**config.mk**
```make
export PLATFORM = sky130hd
export DESIGN_NAME = onewire_txn_ctrl
export DESIGN_NICKNAME = d
export VERILOG_FILES = /design/src/rtl/onewire_pkg.sv /design/src/rtl/onewire_crc8.sv /design/src/rtl/onewire_txn_ctrl.sv
export SDC_FILE = /design/constraint.sdc
export NUM_CORES = 1
export LEC_CHECK = 0
export ABC_AREA = 1
export CORE_MARGIN = 10
export CORE_UTILIZATION = 50
export DETAILED_ROUTE_END_ITERATION = 8
export GPL_ROUTABILITY_DRIVEN = 1
export PLACE_DENSITY_LB_ADDON = 0.05
export REMOVE_ABC_BUFFERS = 1
export SLEW_MARGIN = 20
export SYNTH_ARGS = -nofsm -noshare
export SYNTH_HDL_FRONTEND = slang
export SYNTH_HIERARCHICAL = 1
export SYNTH_SLANG_ARGS = --single-unit
```
**constraint.sdc**
```tcl
create_clock -name clk -period 1.5 [get_ports clk]
set_input_delay 0.45 -clock clk [delete_from_list [all_inputs] [get_ports clk]]
set_output_delay 0.45 -clock clk [all_outputs]
set_load 0.05 [all_outputs]
```
**src/rtl/onewire_pkg.sv**
```systemverilog
// Shared types and CRC helper for the 1-wire transaction sequencer.
// Op codes, slot codes, FSM states and the Maxim CRC-8 bit step.
package onewire_pkg;

  typedef enum logic [1:0] {
    OW_RESET  = 2'b00,
    OW_WRITE  = 2'b01,
    OW_READ   = 2'b10,
    OW_CRCCLR = 2'b11
  } ow_op_e;

  typedef enum logic [1:0] {
    SL_RESET = 2'b00,
    SL_WRITE = 2'b01,
    SL_READ  = 2'b10
  } slot_op_e;

  typedef enum logic [1:0] {
    ST_IDLE,
    ST_SLOT,
    ST_GAP,
    ST_RESP
  } ow_state_e;

  localparam logic [7:0] CRC_POLY = 8'h8C;

  function automatic logic [7:0] crc8_bit(
    input logic [7:0] c,
    input logic       b
  );
    logic fb;
    fb = c[0] ^ b;
    return (c >> 1) ^ (fb ? CRC_POLY : 8'h00);
  endfunction

endpackage

```
**src/rtl/onewire_crc8.sv**
```systemverilog
// Running Maxim CRC-8 register over read bits.
// Clear has priority over a bit update in the same cycle.
module onewire_crc8
  import onewire_pkg::*;
(
  input  logic       clk,
  input  logic       reset,
  input  logic       clr_i,
  input  logic       en_i,
  input  logic       bit_i,
  output logic [7:0] crc_o
);

  logic [7:0] crc_q, crc_d;

  // next CRC value: clear, absorb one bit, or hold
  always_comb begin
    crc_d = crc_q;
    if (clr_i) begin
      crc_d = 8'h00;
    end else if (en_i) begin
      crc_d = crc8_bit(crc_q, bit_i);
    end
  end

  // CRC register
  always_ff @(posedge clk or posedge reset) begin
    if (reset) begin
      crc_q <= 8'h00;
    end else begin
      crc_q <= crc_d;
    end
  end

  assign crc_o = crc_q;

endmodule

```
**src/rtl/onewire_txn_ctrl.sv**
```systemverilog
// Byte-level 1-wire transaction sequencer: splits host commands
// into bit slots, assembles read bytes and guards each slot.
module onewire_txn_ctrl
  import onewire_pkg::*;
#(
  parameter int unsigned TIMEOUT = 100000
) (
  input  logic       clk,
  input  logic       reset,
  input  logic       cmd_valid,
  output logic       cmd_ready,
  input  logic [1:0] cmd_op,
  input  logic [7:0] cmd_wdata,
  output logic       rsp_valid,
  output logic [7:0] rsp_rdata,
  output logic       rsp_presence,
  output logic       rsp_err,
  output logic [7:0] crc,
  output logic       crc_ok,
  output logic       slot_req,
  output logic [1:0] slot_op,
  output logic       slot_wbit,
  input  logic       slot_done,
  input  logic       slot_rbit,
  input  logic       slot_presence
);

  localparam int WW = $clog2(TIMEOUT + 1);
  localparam logic [WW-1:0] WD_LAST = WW'(TIMEOUT - 1);

  ow_state_e     state_q, state_d;
  ow_op_e        op_q, op_d;
  logic [7:0]    wdata_q, wdata_d;
  logic [7:0]    rdata_q, rdata_d;
  logic [2:0]    bitcnt_q, bitcnt_d;
  logic [WW-1:0] wdog_q, wdog_d;
  logic          err_q, err_d;
  logic          pres_q, pres_d;
  logic          crc_clr, crc_en;
  ow_op_e        cmd_op_e;

  assign cmd_op_e = ow_op_e'(cmd_op);

  // next-state and datapath updates of the sequencer
  always_comb begin
    state_d  = state_q;
    op_d     = op_q;
    wdata_d  = wdata_q;
    rdata_d  = rdata_q;
    bitcnt_d = bitcnt_q;
    wdog_d   = wdog_q;
    err_d    = err_q;
    pres_d   = pres_q;
    crc_clr  = 1'b0;
    crc_en   = 1'b0;
    unique case (state_q)
      ST_IDLE: begin
        if (cmd_valid) begin
          op_d     = cmd_op_e;
          wdata_d  = cmd_wdata;
          rdata_d  = 8'h00;
          bitcnt_d = 3'd0;
          wdog_d   = '0;
          err_d    = 1'b0;
          if (cmd_op_e == OW_RESET) begin
            pres_d = 1'b0;
          end
          if (cmd_op_e == OW_CRCCLR) begin
            crc_clr = 1'b1;
            state_d = ST_RESP;
          end else begin
            state_d = ST_SLOT;
          end
        end
      end
      ST_SLOT: begin
        if (slot_done) begin
          wdog_d = '0;
          if (op_q == OW_READ) begin
            rdata_d[bitcnt_q] = slot_rbit;
            crc_en = 1'b1;
          end
          if (op_q == OW_RESET) begin
            pres_d  = slot_presence;
            crc_clr = 1'b1;
          end
          if (op_q == OW_RESET || bitcnt_q == 3'd7) begin
            state_d = ST_RESP;
          end else begin
            bitcnt_d = bitcnt_q + 3'd1;
            state_d  = ST_GAP;
          end
        end else if (wdog_q == WD_LAST) begin
          err_d   = 1'b1;
          state_d = ST_RESP;
        end else begin
          wdog_d = wdog_q + WW'(1);
        end
      end
      ST_GAP: begin
        state_d = ST_SLOT;
      end
      ST_RESP: begin
        state_d = ST_IDLE;
      end
      default: begin
        state_d = ST_IDLE;
      end
    endcase
  end

  // sequencer state and datapath registers
  always_ff @(posedge clk or posedge reset) begin
    if (reset) begin
      state_q  <= ST_IDLE;
      op_q     <= OW_RESET;
      wdata_q  <= 8'h00;
      rdata_q  <= 8'h00;
      bitcnt_q <= 3'd0;
      wdog_q   <= '0;
      err_q    <= 1'b0;
      pres_q   <= 1'b0;
    end else begin
      state_q  <= state_d;
      op_q     <= op_d;
      wdata_q  <= wdata_d;
      rdata_q  <= rdata_d;
      bitcnt_q <= bitcnt_d;
      wdog_q   <= wdog_d;
      err_q    <= err_d;
      pres_q   <= pres_d;
    end
  end

  onewire_crc8 u_crc (
    .clk   (clk),
    .reset (reset),
    .clr_i (crc_clr),
    .en_i  (crc_en),
    .bit_i (slot_rbit),
    .crc_o (crc)
  );

  assign cmd_ready    = (state_q == ST_IDLE);
  assign slot_req     = (state_q == ST_SLOT);
  assign slot_op      = slot_req ? op_q : SL_RESET;
  assign slot_wbit    = slot_req & wdata_q[bitcnt_q];
  assign rsp_valid    = (state_q == ST_RESP);
  assign rsp_presence = pres_q;
  assign rsp_err      = rsp_valid &
                        (err_q | (op_q == OW_RESET & ~pres_q));
  assign rsp_rdata    = (rsp_valid && op_q == OW_READ && !err_q)
                        ? rdata_q : 8'h00;
  assign crc_ok       = (crc == 8'h00);

endmodule
```
==> results list <==
- The flow ran to the end, but the final reports show violations.
- Violated checks: setup timing
- Number of synthesized register bits: 50
- Met1 usage: 0.242
- Die height: just under 100 um
* Final estimated routing congestion in global placement: slightly above 0.9
- After detailed routing, the total wire length is roughly 13000 um.
* R2r endpoint: bitcnt_q[2]
* Final-layout worst hold slack: slightly above 400 ps
- Counting I/O delays and the setup requirement, the final critical path takes approximately 2100 ps.
- In this run the cell area of the synthesized design comes to roughly 2900 sq um.
* Startpoint of the most critical register-to-register path: bitcnt_q[0]
- Part of the cycle the worst path needs: 1.39
- Synthesis produced ~400 cells.
- The slowest stage of the critical path is the dfrtp_2 cell.
* Routed length per placed instance: roughly 22 um
- The number of antenna violations at the first check in global routing is 0.
- Largest fanout of any net on the critical path: 6
- Final critical-path setup slack: -586 ps
- The first TritonRoute pass finished after 5 iterations.
- The via count of the first global-routing pass was roughly 3100.
- Post-CTS Hold Buffers: 0
- The total area inside the core boundary comes to between 5000 and 6000 sq um.
- Category of the worst setup path launch point: register
- The most numerous cell type found on the critical path is buf_4.
- Seq/Total Area, Yosys: 0.425
* Post-Layout Cell Count: approximately 600
- For this run, the post-layout net count is ~540.
- Clock root cell: clkbuf_8
- In this run, synthesis inferred 0 flip-flops with an integrated enable.
* Ordered list of cells on the worst path: buf_4 -> buf_6 -> buf_4 -> ha_1 -> ha_2 -> nor2_4 -> a21oi_2 -> nor2_1 -> buf_4 -> nand3_1 -> o21ai_0
- Count of input and output buffers: 40
* Max-cap viol count: 0
- STA classifies the critical path endpoint as a register.
* Post-Layout Inst Area: 5100 sq um
* Main flop type after synthesis: dfrtp_1
- Counting both buffers and inverters, the worst setup path holds a total of 4.
- Global-route layer with the greatest usage: met2
* Count of vias placed by the detailed router: approximately 3800
* H-tree levels: 2
* Share of final-layout standard cells stronger than drive strength 1: 0.468
- The number of placed instances, taps included, is ~560.
- Vias per cell: approximately 6.3
- In the global route stage, met2 resource usage came out at 0.315.
- For this design the static power due to leakage is between 2 and 2.5 nW.
* Number of CTS-inserted buffers: 5
- Initial core utilization: 0.525
* HP Class: in -> async
- Number of buffers on the longest clock path: 2
* Count of endpoints failing hold in the final timing report: 0
- The worst pin sits at a relative slew slack of 0.793.
* Number of antenna cells inserted: 0
- Counting every sink on the clock net gives 50.
- Number of placed I/O pins: approximately 40
* Worst setup slack for register-to-register paths: -590 ps
- For this run, the slowest stage of the critical path takes approximately 490 ps.
- Detailed placement ended at an HPWL of approximately 6200 um.
- Peak VDD IR: ~0.002 V
- At the placement stage, the worst setup path has a slack of -342 ps.
- Setup repair after global routing could not meet its margin everywhere.
- Top Family by Delay on Critical Path: buffers and inverters
* FF-to-FF path depth: 11
- After detailed placement, the total cell area comes to about 4000 sq um.
- Across every metal layer, demand over resource in global routing totals 0.190.
- Post-route DRC: 0
* Total negative slack for setup checks: -18530 ps
* Core Rows: 27
- Utilization of the core after routing: 0.909
* Die outline area: 9350 sq um
- Area delta synth->final: 73.3%
- The average instance in the mapped netlist occupies 7.37 sq um.
- During synthesis, Yosys emitted a total of 6 warnings.
* Count of endpoints failing setup in the final report: 59
- Cell area power density: 1890 nW/um^2
- TritonCTS built the clock tree.
* Clk_lat worst skew: roughly 320 ps
- Arrival time reported for the critical path endpoint: approximately 2300 ps
- The number of pins with negative max-slew slack in the final report came to 0.
- Largest net degree at the start of global routing: 43
- For the final database, setup skew stands at 10.8 ps.
- Slew @ Worst Pin: a little over 300 ps
- Post-CTS clock slew at the launch and capture registers of the worst setup and hold paths: approximately 100 ps
- The first global-routing pass estimated roughly 15000 um of wire.
- Number of library cell types mapped by synthesis: 31
* Remaining number of nets flagged by the antenna check after routing: 0
* Required time of the critical path: between 1500 and 2000 ps
* Detailed Route Iter0 Violations: 375
- Static timing analysis puts the maximum clock frequency at between 0.4 and 0.5 GHz.
- The design draws a little under 10 mW.
* Worst setup path category: reg -> reg
- For met3 alone, demand over resource in global routing was 0.0376.
* Share of flip-flops with an asynchronous set or reset: 1.00
- Summed over all layers, the global routing overflow is 0.
* Die boundary width: between 90 and 100 um
-- report_power, final --
group / switching [mW] / internal [mW] / total (mW)
registers: 0.288 / 1.68 / 1.97
logic: 3.77 / 3.03 / 6.79
clock network: 0.480 / 0.372 / 0.852
total: 4.53 / 5.08 / 9.61
-- cell usage in the layout, fill, tap and decap left out, drive strengths merged --
cell,n
nand2,114
buf,110
dlymetal6s2s,1
clkinv,3
xor2,2
nor3,5
o21ai,24
or2,3
o21bai,1
a21oi,18
nand4,8
nor4,2
nor2,40
nand3b,1
nand3,45
clkdlybuf4s50,14
o22ai,13
a21o,3
and2,1
clkbuf,6
inv,55
dfrtp,50
clkinvlp,1
ha,3
-- cell usage after synthesis (2+ instances only) --
master	number	area, sq um
nand2_1	107	402
dfrtp_1	50	1250
inv_1	48	180
nand3_1	45	225
nor2_1	34	128
a21oi_1	18	90.1
o21ai_2	12	105
o22ai_1	12	75.1
o21ai_0	10	50.1
inv_2	7	26.3
nand2_2	7	43.8
nand4_1	7	43.8
buf_2	6	30.0
nor2_2	4	25.0
nor3_1	4	20.0
a21o_1	3	22.5
ha_1	3	37.5
or2_2	3	18.8
buf_6	2	22.5
clkinv_1	2	7.51
nor2_4	2	22.5
nor4_1	2	12.5
o21ai_1	2	10.0
xor2_1	2	17.5
-- what timing repair did --
item	CTS	global route
pin swaps	15	30
buffers inserted	15	18
cloned	1	0
gates resized for setup	81	99
hold endpoints to repair	0	0
endpoints found under the setup margin	38	56
-- logic make-up (layout without fill, tap and decap cells) --
family	Yosys count	in the layout	share of synthesized area
xor gates and xnor gates	2	2	0.00596
buffers and inverters	66	190	0.0919
DFF	50	50	0.425
adders and majority gates	3	3	0.0128
AOI/OAI and AO/OA	59	59	0.127
and+or+nand+nor	219	219	0.337
-- worst max path at each step --
stage                     depth (start not counted)        start  slack, ps             end
after global routing                             11  bitcnt_q[0]       -660     bitcnt_q[2]
final                                            11  bitcnt_q[0]       -590     bitcnt_q[2]
after CTS                                         6  bitcnt_q[0]       -430       slot_wbit
after detailed placement                          6    slot_done       -340      rdata_q[6]
after floorplan                                   6   state_q[1]       -830      rdata_q[0]
after global placement                            8    cmd_valid       -320  u_crc/crc_o[3]
-- state kept, by name, summed over array words and instances, names as in the netlist --
signal,flops
rdata_q,8
state_q,2
rsp_presence,1
op_q,2
u_crc/crc_o,8
wdata_q,8
bitcnt_q,3
err_q,1
wdog_q,17
-- cell type report --
class	count	area [sq um]
inverters	57	241
well taps	72	90.1
fillers	209	510
clock buffers	6	82.6
flip-flops and latches	50	1250
clock inverters	2	12.5
repair buffers	125	1460
multi-input cells	283	1960
-- metal layers --
metal  share of wire  vias to the layer above  routed length, um
li1                -                     1545                  -
met1            0.37                     1754               4800
met2            0.46                      348               6030
met3            0.10                      118               1340
met4           0.073                        0                952
met5               0                        -                  0
Note: power is estimated with default switching activity, not from simulation.
